**config.mk**
```make
export PLATFORM = sky130hd
export DESIGN_NAME = lamp_sequencer
export DESIGN_NICKNAME = d
export VERILOG_FILES = /design/src/rtl/traffic_pkg.sv /design/src/rtl/cycle_timer.sv /design/src/rtl/lamp_sequencer.sv
export SDC_FILE = /design/constraint.sdc
export NUM_CORES = 1
export LEC_CHECK = 0
export ABC_AREA = 0
export ABC_CLOCK_PERIOD_IN_PS = 5800
export CORE_AREA = 4 4 42 44
export DETAILED_ROUTE_END_ITERATION = 6
export DIE_AREA = 0 0 46 48
export DONT_BUFFER_PORTS = 1
export GPL_ROUTABILITY_DRIVEN = 0
export HOLD_SLACK_MARGIN = 0.06
export PLACE_DENSITY = 0.83
export SYNTH_ARGS = -nofsm -noshare
export SYNTH_HDL_FRONTEND = slang
export SYNTH_SLANG_ARGS = --single-unit
```
**constraint.sdc**
```tcl
create_clock -name clk -period 5.8 [get_ports clk]
set_clock_uncertainty 0.15 [all_clocks]
set_input_delay 0.58 -clock clk [delete_from_list [all_inputs] [get_ports clk]]
set_output_delay 0.58 -clock clk [all_outputs]
set_load 0.01 [all_outputs]
```
**src/rtl/traffic_pkg.sv**
```systemverilog
// traffic_pkg: shared light command codes, lamp encodings and sequencer states.
package traffic_pkg;
  localparam logic [1:0] LIGHT_RED = 2'b00;
  localparam logic [1:0] LIGHT_N   = 2'b01;
  localparam logic [1:0] LIGHT_W   = 2'b10;
  localparam logic [2:0] LAMP_R = 3'b100;
  localparam logic [2:0] LAMP_Y = 3'b010;
  localparam logic [2:0] LAMP_G = 3'b001;
  typedef enum logic [2:0] {IDLE, N_GRN, N_YEL, W_GRN, W_YEL, CLEAR} state_t;
  function automatic logic [2:0] lamp_of(input state_t s, input logic north);
    return (s == (north ? N_GRN : W_GRN)) ? LAMP_G :
           (s == (north ? N_YEL : W_YEL)) ? LAMP_Y : LAMP_R;
  endfunction
endpackage

```
**src/rtl/cycle_timer.sv**
```systemverilog
// cycle_timer: 4-bit loadable down-counter that holds at zero and flags it.
module cycle_timer (
  input  logic       clk,
  input  logic       reset,
  input  logic       load,
  input  logic       en,
  input  logic [3:0] load_val,
  output logic       zero
);
  logic [3:0] count_q, count_d;
  always_comb count_d = load ? load_val : (en && count_q != 4'd0) ? count_q - 4'd1 : count_q;
  always_ff @(posedge clk or posedge reset)
    if (reset) count_q <= 4'd0;
    else count_q <= count_d;
  assign zero = (count_q == 4'd0);
endmodule

```
**src/rtl/lamp_sequencer.sv**
```systemverilog
// lamp_sequencer: turns north/west go commands into lamp drives with full yellow and clearance phases.
module lamp_sequencer
  import traffic_pkg::*;
#(
  parameter int YEL_CYC = 3,
  parameter int CLR_CYC = 2
) (
  input  logic       clk,
  input  logic       reset,
  input  logic [1:0] light,
  output logic [2:0] n_lamp,
  output logic [2:0] w_lamp,
  output logic       busy
);
  localparam logic [3:0] YEL_LD = 4'(YEL_CYC - 1);
  localparam logic [3:0] CLR_LD = 4'(CLR_CYC - 1);
  state_t     state_q, state_d;
  logic [2:0] n_lamp_q, n_lamp_d, w_lamp_q, w_lamp_d;
  logic       busy_q, busy_d, ld, en, zero;
  logic [3:0] ld_val;
  cycle_timer u_timer (.clk(clk), .reset(reset), .load(ld), .en(en), .load_val(ld_val), .zero(zero));
  always_comb begin
    state_d = state_q;
    ld      = 1'b0;
    en      = 1'b0;
    ld_val  = YEL_LD;
    case (state_q)
      IDLE:  state_d = (light == LIGHT_N) ? N_GRN : (light == LIGHT_W) ? W_GRN : IDLE;
      N_GRN: if (light != LIGHT_N) begin state_d = N_YEL; ld = 1'b1; end
      W_GRN: if (light != LIGHT_W) begin state_d = W_YEL; ld = 1'b1; end
      N_YEL, W_YEL: begin
        if (zero) begin state_d = CLEAR; ld = 1'b1; ld_val = CLR_LD; end
        else en = 1'b1;
      end
      CLEAR: if (zero) state_d = IDLE; else en = 1'b1;
      default: state_d = IDLE;
    endcase
    // Outputs are decoded from the next state so the lamps flop in step with the state.
    n_lamp_d = lamp_of(state_d, 1'b1);
    w_lamp_d = lamp_of(state_d, 1'b0);
    busy_d   = (state_d == N_YEL) || (state_d == W_YEL) || (state_d == CLEAR);
  end
  always_ff @(posedge clk or posedge reset)
    if (reset) begin
      state_q  <= IDLE;
      n_lamp_q <= LAMP_R;
      w_lamp_q <= LAMP_R;
      busy_q   <= 1'b0;
    end else begin
      state_q  <= state_d;
      n_lamp_q <= n_lamp_d;
      w_lamp_q <= w_lamp_d;
      busy_q   <= busy_d;
    end
  assign n_lamp = n_lamp_q;
  assign w_lamp = w_lamp_q;
  assign busy   = busy_q;
endmodule

```
* Word level (Yosys, flattened, before mapping)
Cells that the tools add are included.
** Cells by class
- Mux-type cells :: 21
- Reductions and logical operators :: 9
- $add $sub $neg :: 1
- Equality and inequality tests :: 14
** Operators by type and width (number)
- 3-bit two-way mux :: 8
- 3-bit case mux with 5 select lines :: 1
- 3-bit by 2-bit == test with 1-bit output (second input constant) :: 4
- 3-bit == test (second input constant) :: 4
- 2-bit two-way mux :: 4
- 4-bit two-way mux :: 2
- 3-bit by 1-bit == test with 1-bit output (second input constant) :: 2
- 1-bit two-way mux :: 5
- 4-bit logical NOT :: 1
- 4-bit nonzero test :: 1
- 4-bit by 1-bit subtractor with 4-bit output (second input constant) :: 1
- 3-bit logical NOT :: 1
- 1-bit case mux with 3 select lines :: 1
- 3-bit OR reduction :: 1
- 2-bit by 1-bit == test with 1-bit output (second input constant) :: 1
- 2-bit == test (second input constant) :: 1
- 1-bit logical OR :: 2
- 2-bit by 1-bit inequality test with 1-bit output (second input constant) :: 1
- 2-bit inequality test (second input constant) :: 1
- 2-bit nonzero test :: 1
- 2-bit OR reduction :: 1
- 1-bit logical AND :: 1
** Storage, ports and cells
- Register bits :: 14
- Input bits :: 4

* Longest topological paths before layout
Gate-level depths: netlist of the first run.
- Depth after elaboration :: 7
- Gate-level depth with buffers :: 7
- Gate-level depth less buffers :: 7

* Cells and area by module
A second synthesis of the first run with hierarchy kept.
** Unflattened totals
- Cells, all modules :: 87
- Area, all modules :: 880.8 µm²
** By module, submodules not included
- lamp_sequencer :: cells an instance 59, area an instance 624.3 µm², instances 1
- cycle_timer :: cells an instance 28, area an instance 256.5 µm², instances 1

* Worst setup path before layout of the first run
OpenSTA, ideal clock, no wires.
- Path kind :: input port to flip-flop
- Start :: input light[1]
- End :: register n_lamp_q[2] (netlist: n_lamp[2])
- Stages :: 6
- Data required time :: 5.568 ns
- Slack :: 3.874 ns
- Path buffers :: 0
- Data arrival time :: 1.694 ns
- Cell sequence :: inv_1 ha_1 nand2b_1 or2_2 a31o_2 mux2_4
** On the way
- Word-level cells in the longest chain between the ends :: 7
- Elaborated cells on any way between the ends :: 13
- Classes of those cells :: eq/ne: 6; mux: 7
** Ends and longest elaborated chain
- from (decl) :: RTL line lamp_sequencer.sv:10 : input logic [1:0] light,
- 2-bit == test :: RTL line lamp_sequencer.sv:28 : IDLE: state_d = (light == LIGHT_N) ? N_GRN : (light == LIGHT_W) ? W_GRN : IDLE;
- 2-bit two-way mux (2 in series) :: RTL line lamp_sequencer.sv:28
- 3-bit case mux with 5 select lines * :: RTL line lamp_sequencer.sv:27 : case (state_q)
- 3-bit by 2-bit == test with 1-bit output :: RTL line traffic_pkg.sv:12 : (s == (north ? N_YEL : W_YEL)) ? LAMP_Y : LAMP_R;
- 3-bit two-way mux :: RTL line traffic_pkg.sv:12
- 3-bit two-way mux * :: RTL line traffic_pkg.sv:11 : return (s == (north ? N_GRN : W_GRN)) ? LAMP_G :
- net n_lamp_d[2] :: RTL line lamp_sequencer.sv:18 : logic [2:0] n_lamp_q, n_lamp_d, w_lamp_q, w_lamp_d;
- to (signal assigned) :: RTL line lamp_sequencer.sv:51 : n_lamp_q <= n_lamp_d;
- to (decl) :: RTL line lamp_sequencer.sv:18
The timed path passes the listed nets; every way through them passes the cells marked *.
A chain may end at the register's enable or synchronous reset.

* Worst setup path after layout of the first run
- Start :: register u_timer.count_q[0]
- End :: register n_lamp_q[2] (netlist: n_lamp[2])
** On the way
- Word-level cells in the longest chain between the ends :: 6
- Elaborated cells on any way between the ends :: 8
- Classes of those cells :: eq/ne: 2; mux: 5; reduce/logical: 1
** Ends and longest elaborated chain
- from (decl) :: RTL line cycle_timer.sv:10 : logic [3:0] count_q, count_d;
- from (signal assigned) :: RTL line cycle_timer.sv:14 : else count_q <= count_d;
- 4-bit logical NOT * :: RTL line cycle_timer.sv:15 : assign zero = (count_q == 4'd0);
- 3-bit two-way mux (on tied branches) :: RTL line lamp_sequencer.sv:35, lamp_sequencer.sv:32
- 3-bit case mux with 5 select lines * :: RTL line lamp_sequencer.sv:27
- net state_d[0] :: RTL line lamp_sequencer.sv:17 : state_t state_q, state_d;
- 3-bit by 2-bit == test with 1-bit output :: RTL line traffic_pkg.sv:12
- 3-bit two-way mux :: RTL line traffic_pkg.sv:12
- 3-bit two-way mux * :: RTL line traffic_pkg.sv:11
- net n_lamp_d[2] :: RTL line lamp_sequencer.sv:18
Marks and branches as above.

==> reports/metrics.yaml, run 1 <==
timing:
  clock.fmax_ghz: 0.495
  period_minus_slack_ns: 2.02
  grt_setup_unrepaired: "false"
  setup_tns_ns: 0
  drv_slew: 0
  finalSetupViolCount: 0
  setup_slack_ns: 3.78
  timing.final.crit_share_pct: 34.8
  slew_headroom_pct: 64.2
  finalHoldViolations: 0
  worstMarginPinSlew_ns: 0.537
synthesis:
  synth.cell_area_um2: 831
  seq_area_frac_synth_pct: 42.5
  yosys-top-cells-area: "dfrtp_1, dfstp_2, mux2i_1, ha_1, o21ai_0"
  ys_async_sr_fraction_pct: 100
  ys_seq_elements: 14
  synth_edf_count: 0
  yosys_warnings: 0
  synth_nets: 91
  synth.distinct_cells: 31
  ys_top_cells_by_count: "dfrtp_1, inv_1, o21ai_0"
  netlist.area_leader.share_pct: 36.1
  synth_most_common_cell: "dfrtp_1"
  synth-main-ff-cell: "dfrtp_1"
  yosysTopAreaCell: "dfrtp_1"
  syn_inst: 84
  syn_avg_cell_area_um2: 9.89
floorplanning:
  row_count: 14
  core_area_um2: 1440
  die_area_um2: 2210
  io_pins: 11
  die_w_um: 46
  start_util_pct: 57.8
  fp.dieH_um: 48
power_and_ir_drop:
  p_switching_uw: 213
  leakage_uw: 0.000410
  irDropWorstVdd_mv: 0.268
  p_clk_share_pct: 13.6
  power_frac_comb_pct: 47.6
  p_sw_share_pct: 41.3
  p_int_uw: 302
  total_power_uw: 515
  pwr_density_cell_nw_per_um2: 590
  seq_power_share_pct: 38.8
clock_network:
  clk_pin_slew_worst_paths_ns: 0.09
  clk_path_buf_depth: 2
  cts_tree: "yes"
  clock_sinks: 14
  cts_resized: 0
  cts-buffers-inserted: 3
  cts_setup_buffers: 0
  cts_hold_buffers: 0
  clock_latency_ns: 0.28
  ctsHtreeMaxLevel: 1
  root_buffer: "clkbuf_4"
critical_path:
  rrSetupSlack_ns: 3.78
  worstSetupStartpoint: "u_timer.count_q[0]"
  path_class: "reg2reg"
  reg2reg_from: "u_timer.count_q[0]"
  reg2regPathDepth: 6
  rr_endpoint: "n_lamp[2]"
  endpoint_kind: "flop"
  crit_arrival_ns: 2.08
  cp.required_ns: 5.86
  cp-start-kind: "flop"
  critPathMaxFanout: 8
global_routing:
  globalRouteTotalUtil_pct: 14.5
  grt_start_max_net_pins: 15
  grt_pass1_wl_um: 2190
  overflow: 0
  antenna_found_initial: 0
  grt_pass1_vias: 488
route:
  drt_pre_antenna_iters: 4
  vias: 604
  via_per_inst: 5.98
  remaining_drc_errors: 0
  drt_iter0_markers: 34
  wl_per_cell_um: 14.1
  drtAntennaViolNets: 0
  wl_um: 1420
layout:
  nNetsFinal: 93
  drive_gt1_share_pct: 15.3
  final_area_um2: 872
  area_growth_pct: 4.97
  diodes: 0
placed_design:
  place_area_um2: 836
  portBuffers: 0
  dp_hpwl_um: 1090
  place_ws_ns: 3.77
status:
  status: "complete, no violations"
worst_hold_path:
  hold_class: "in2async"
job:
  drv_cap: 0
state kept, by name, summed over array words and instances (netlist names):
register         count
busy                 1
n_lamp               3
state_q              3
u_timer.count_q      4
w_lamp               3
placed cells by master (no fill, tap or decap), types with 2 or more instances in the layout:
cell type	instances
xnor2_1	3
nor2_1	5
ha_1	3
nor2b_1	5
nand2_1	4
a21oi_1	2
dfstp_2	2
and2_1	2
o21ai_0	7
nand3_1	3
nand2b_1	3
dfrtp_1	12
inv_1	9
mux2i_1	5
clkbuf_4	3
through the flow:
stage               cells  util [%]  hold slack (ns)
global placement       97      58.2            0.367
floorplan              84         -            0.318
detailed placement     97      58.2            0.380
CTS                   101      60.7           0.0661
global route          101      60.7           0.0845
finish                101      60.7           0.0658
logic make-up after synthesis:
kind of cell / Yosys count / share of synthesized area (%)
muxes: 6 / 7.83
DFF: 14 / 42.5
AOI/OAI and AO/OA: 17 / 14.5
buffers and inverters: 12 / 5.87
adders and majority gates: 3 / 4.52
xor gates and xnor gates: 3 / 3.16
and+or+nand+nor: 29 / 21.7
worst max-delay path by stage:
stage	end	slack, ns
after floorplan	n_lamp[2]	3.87
after global routing	n_lamp[2]	3.66
after CTS	n_lamp[2]	3.77
final	n_lamp[2]	3.78
after global placement	n_lamp[2]	3.81
after detailed placement	n_lamp[2]	3.77
layer usage:
metal	vias up	wire length (µm)	part of all wire, %	track usage, %
met2	38	616	43	22.8
li1	285	-	-	-
met5	-	0	0	0
met3	8	111	7.8	4.51
met4	0	59	4.2	6.82
met1	273	633	45	17.9
power by group through the flow:
stage	sequential [µW]	combinational [µW]	clock [µW]
after floorplan	174	232	0
after global placement	201	236	0
after detailed placement	201	245	0
after CTS	199	245	72.2
after global routing	208	272	76.8
final	200	245	70.2
layout make-up:
type | instances | area, µm²
sequential | 14 | 353
fill | 118 | 564
clock buffer | 4 | 36.3
tap | 16 | 20.0
inverter | 9 | 33.8
multi-input combinational | 58 | 429
worst max-delay path, stage by stage, from the launching register on:
cell	delay (ns)
dfrtp_1	0.42
inv_1	0.11
ha_1	0.20
nor3b_4	0.29
xnor2_1	0.15
o211ai_4	0.30
mux2_4	0.33
No activity file was read; power rests on OpenSTA's default activity.
==> run 2, diff against run 1 <==
- ABC_CLOCK_PERIOD_IN_PS: 5800 -> 1800
- CORE_AREA: 4 4 42 44 -> 4 4 45 47
- DIE_AREA: 0 0 46 48 -> 0 0 49 51
- PLACE_DENSITY: 0.83 -> 0.76
- clock period: 5.8 -> 1.8 ns (I/O delays scaled with it)
==> run 2 against run 1 <==
Effect of this change:
- global-route usage decreased by 1.3 points
- maximum frequency up 13%
- non-clock buffer count is 11 higher
- register-to-register slack got worse by 3.8 ns
- wire length increased by 14%
- clock power increased to 3.2 times the previous value
- critical endpoint unchanged
- highest routed layer unchanged
==> reports/metrics.yaml, run 2 (synthesis gave the netlist of run 1 again) <==
layout:
  nNetsFinal: 104
  multi_input_area_um2: 483
  seq_area_um2: 353
  largest_reg_flops: 4
  layout_common_cells: "dfrtp_1, buf_4, inv_1, o21ai_0"
  area_growth_pct: 21.8
  final_area_um2: 1010
  drive_gt1_share_pct: 33.3
  n_fill_cell: 130
  mostFrequentLayoutCell: "dfrtp_1"
  largest-register: "u_timer.count_q"
  diodes: 0
critical_path:
  reg2regPathDepth: 6
  path_cells: "inv_2, ha_4, nor3b_4, xnor2_2, o211ai_4, mux2_4"
  crit_arrival_ns: 1.86
  path_class: "reg2reg"
  cp.required_ns: 1.86
  cp_slowest_cell: "dfrtp_1"
  cp-start-kind: "flop"
  slowest_delay_ns: 0.40
  critPathMaxFanout: 4
  endpoint_kind: "flop"
power_and_ir_drop:
  seq_power_share_pct: 31.6
  p_switching_uw: 792
  p_int_uw: 1180
  p_clk_share_pct: 11.5
  irDropWorstVdd_mv: 0.889
  pwr_density_cell_nw_per_um2: 1950
  total_power_uw: 1970
  p_sw_share_pct: 40.1
  leakage_uw: 0.000475
  power_frac_comb_pct: 56.8
timing:
  setup_tns_ns: 0
  hold_ws_ns: 0.214
  finalSetupViolCount: 0
  setup_slack_ns: 0.00364
  finalHoldViolations: 0
  grt_setup_unrepaired: "true"
  worstMarginPinSlew_ns: 0.521
  period_minus_slack_ns: 1.80
  timing.final.crit_share_pct: 99.8
  slew_headroom_pct: 65.2
  drv_slew: 0
  clock.fmax_ghz: 0.557
floorplanning:
  core_area_um2: 1650
  fp.dieH_um: 51
  start_util_pct: 50.3
  die_area_um2: 2500
  row_count: 15
  die_w_um: 49
  io_pins: 11
route:
  wl_per_cell_um: 14.3
  drt_pre_antenna_iters: 4
  drtAntennaViolNets: 0
  drt_iter0_markers: 15
  remaining_drc_errors: 0
  vias: 639
  wl_um: 1620
  via_per_inst: 5.65
status:
  status: "complete, no violations"
clock_network:
  clk_pin_slew_worst_paths_ns: 0.09
  clock_sinks: 14
  cts_tree: "yes"
  clock_latency_ns: 0.28
  ctsHtreeMaxLevel: 1
  cts-buffers-inserted: 3
  clk_path_buf_depth: 2
  root_buffer: "clkbuf_4"
global_routing:
  grt_start_max_net_pins: 15
  overflow: 0
  grt_pass1_vias: 633
  antenna_found_initial: 0
  grt_pass1_wl_um: 2590
  globalRouteTotalUtil_pct: 13.1
job:
  drv_cap: 0
placed_design:
  dp_hpwl_um: 1170
  place_ws_ns: -0.0309
  place_area_um2: 910
  portBuffers: 0
worst_hold_path:
  hold_class: "in2async"
run 2: cell count changes in the layout (fill, tap and decap cells not counted), moves of 2 or more:
cell,delta
buf_4,+10
a21oi_1,-2
a21oi_2,+2
inv_1,-2
inv_2,+2
run 2: timing repair:
item | CTS | global route
gates resized for setup | 3 | 5
endpoints found under the hold margin | 14 | 0
hold buffers | 1 | 0
pin swaps | 3 | 2
endpoints found under the setup margin | 3 | 9
setup buffers | 2 | 1
run 2: cell type report:
class | count | area share (%)
Clock buffer | 4 | 3.58
Sequential cell | 14 | 34.9
Multi-Input combinational cell | 58 | 47.7
Inverter | 9 | 3.34
Tap cell | 17 | 2.10
Timing Repair Buffer | 11 | 8.41
run 2: power groups by stage:
| stage | sequential, µW | combinational [µW] | clock, µW |
|---|---|---|---|
| finish | 624 | 1120 | 227 |
| global route | 639 | 1230 | 240 |
| CTS | 614 | 1050 | 229 |
| detailed placement | 617 | 991 | 0 |
| global placement | 615 | 976 | 0 |
| floorplan | 564 | 787 | 0 |
run 2: worst max-delay path, delay by kind of cell (launching register included):
kind | cells | cell delay (ns)
compound gates | 1 | 0.22
xor+xnor | 1 | 0.12
fa+ha+maj | 1 | 0.14
buf+inv | 1 | 0.08
flops | 1 | 0.40
mux | 1 | 0.32
simple gates | 1 | 0.31
run 2: path summary, 6_finish.rpt:
kind,startpoint,to,slack (ns)
min in group clk,light[1],w_lamp[2],0.26
max in group asynchronous,reset,w_lamp[2],0.92
worst min-delay path,reset,state_q[0],0.21
worst max-delay path,u_timer.count_q[1],n_lamp[2],0.004
worst max register to register,u_timer.count_q[1],n_lamp[2],0.004
worst min register to register,state_q[2],n_lamp[1],0.50
run 2: metrics by stage:
stage,utilization [%],std cells
2_1_floorplan,-,84
3_3_place_gp,55.1,105
3_5_place_dp,55.1,105
4_1_cts,59.2,112
5_1_grt,61.3,113
6_report,61.3,113
run 2: routing by layer:
layer,wire length (µm),vias to the layer above,part of all wire (%),global-route usage [%]
li1,-,308,-,-
met1,739,308,46,16.7
met2,790,21,49,21.7
met3,69,2,4.3,1.75
met4,16,0,0.99,6.73
met5,0,-,0,0
==> run 3, diff against run 2 <==
--- a/config.mk
+++ b/config.mk
@@ -8,3 +8,3 @@
 export ABC_AREA = 0
-export ABC_CLOCK_PERIOD_IN_PS = 1800
+export ABC_CLOCK_PERIOD_IN_PS = 1500
 export CORE_AREA = 4 4 45 47
@@ -16,2 +16,3 @@
 export PLACE_DENSITY = 0.76
+export SETUP_SLACK_MARGIN = 0.4
 export SYNTH_ARGS = -nofsm -noshare
==> constraint.sdc (replaced) <==
create_clock -name clk -period 1.5 [get_ports clk]
set_clock_uncertainty 0.15 [all_clocks]
set_input_delay 0.15 -clock clk [delete_from_list [all_inputs] [get_ports clk]]
set_output_delay 0.15 -clock clk [all_outputs]
set_load 0.1 [all_outputs]
==> run 3 against run 2 <==
Effect of this change:
- the flow now finishes with violations (setup timing)
- global-route usage is 3.6 points higher
- core utilization increased by 8.5 points
- critical path depth stayed put
- sequential cell count unchanged
- largest cell class unchanged
==> reports/metrics.yaml, run 3 (synthesis gave the netlist of run 1 again) <==
floorplanning:
  die_area_um2: 2500
  start_util_pct: 50.3
  core_area_um2: 1650
  die_w_um: 49
  io_pins: 11
  fp.dieH_um: 51
  row_count: 15
clock_network:
  ctsHtreeMaxLevel: 1
  clk_pin_slew_worst_paths_ns: 0.08
  clock_latency_ns: 0.28
  cts_tree: "yes"
  cts-buffers-inserted: 3
  clk_path_buf_depth: 2
  root_buffer: "clkbuf_4"
  clock_sinks: 14
critical_path:
  crit_arrival_ns: 1.81
  cp.depth: 6
  path_buf_inv: 2
  reg2regPathDepth: 6
  worstSetupStartpoint: "u_timer.count_q[1]"
  cp_slowest_cell: "or4_1"
  rr_endpoint: "u_timer.count_q[3]"
  reg2reg_from: "u_timer.count_q[1]"
  path_cells: "inv_2, ha_4, nor3b_4, buf_4, or4_1, a21oi_1"
  critPathMaxFanout: 4
  rrSetupSlack_ns: -0.26
  cp-start-kind: "flop"
  endpoint_kind: "flop"
  cp.required_ns: 1.55
  cp_top_family: "simple AND/OR/NAND/NOR gates"
  cp-endpoint: "u_timer.count_q[3]"
  path_class: "reg2reg"
  slowest_delay_ns: 0.49
worst_hold_path:
  hold_class: "in2async"
global_routing:
  overflow: 0
  grt_pass1_wl_um: 3160
  grt_start_max_net_pins: 15
  grt_pass1_vias: 739
  globalRouteTotalUtil_pct: 16.7
  antenna_found_initial: 0
job:
  drv_cap: 0
layout:
  n_fill_cell: 120
  diodes: 0
  drive_gt1_share_pct: 50.9
  layout_common_cells: "buf_4, inv_1"
  nNetsFinal: 118
  seq_area_um2: 383
  multi_input_area_um2: 488
  final_area_um2: 1150
  mostFrequentLayoutCell: "buf_4"
  area_growth_pct: 38.7
  largest-register: "u_timer.count_q"
  largest_reg_flops: 4
timing:
  slew_headroom_pct: 66.3
  finalHoldViolations: 0
  clock.fmax_ghz: 0.568
  period_minus_slack_ns: 1.76
  finalSetupViolCount: 13
  timing.final.crit_share_pct: 117
  setup_tns_ns: -2.27
  grt_setup_unrepaired: "true"
  setup_slack_ns: -0.261
  worstMarginPinSlew_ns: 0.505
  drv_slew: 0
route:
  vias: 665
  drt_pre_antenna_iters: 4
  drt_iter0_markers: 6
  wl_um: 1710
  drtAntennaViolNets: 0
  via_per_inst: 5.24
  remaining_drc_errors: 0
  wl_per_cell_um: 13.4
placed_design:
  dp_hpwl_um: 1300
  portBuffers: 0
  place_area_um2: 1030
status:
  status: "complete, but fails checks"
  violations: "setup timing"
run 3: changes by cell type in the layout (fill, tap and decap cells not counted), sizes merged:
cell	before	now
buf	10	24
run 3: cell type report:
| class | count | share of cell area, % |
|---|---|---|
| Clock buffer | 4 | 3.15 |
| Inverter | 9 | 2.93 |
| Multi-Input combinational cell | 58 | 42.3 |
| Sequential cell | 14 | 33.2 |
| Tap cell | 17 | 1.85 |
| Timing Repair Buffer | 25 | 16.5 |
run 3: how the worst min path moves through the flow:
stage / start / end / slack, ns
final: reset / n_lamp[0] / 0.18
after global routing: reset / u_timer.count_q[2] / 0.23
after CTS: reset / n_lamp[0] / 0.19
after detailed placement: reset / u_timer.count_q[2] / -0.06
after global placement: reset / u_timer.count_q[2] / -0.06
after floorplan: reset / state_q[0] / -0.11
run 3: through the flow:
stage	instances	utilization, %	hold WS (ns)	setup WS, ns
3_5_place_dp	116	62.3	-0.0567	-0.275
5_1_grt	127	69.8	0.228	-0.370
3_3_place_gp	116	62.3	-0.0633	-0.257
4_1_cts	126	68.9	0.191	-0.244
6_report	127	69.8	0.182	-0.261
2_1_floorplan	84	-	-0.113	-0.280
run 3: metal layers:
metal / wire (µm) / part of all wire (%) / vias to the layer above / GRT usage (%)
met5: 0 / 0 / - / 0
met3: 52 / 3.0 / 4 / 2.62
met2: 837 / 49 / 14 / 28.7
met4: 42 / 2.5 / 0 / 9.42
met1: 774 / 45 / 308 / 19.9
li1: - / - / 339 / -
run 3: worst reg2reg max path, delay by kind of cell, from the launching register on:
kind            cells  cell delay, ns
compound gates      1            0.15
fa+ha+maj           1            0.16
buf+inv             2            0.22
flops               1            0.36
simple gates        2            0.65
run 3: timing repair:
item / in CTS / in global routing
endpoints found under the hold margin: 14 / 0
endpoints found under the setup margin: 21 / 21
hold buffers: 1 / 0
setup buffers: 5 / 1
pin swaps: 3 / 2
resized for setup: 13 / 1
cloned: 0 / 0
Power of run 3 is not shown: default switching activity piles up to over one toggle a cycle in this logic, so the estimate is an artifact.
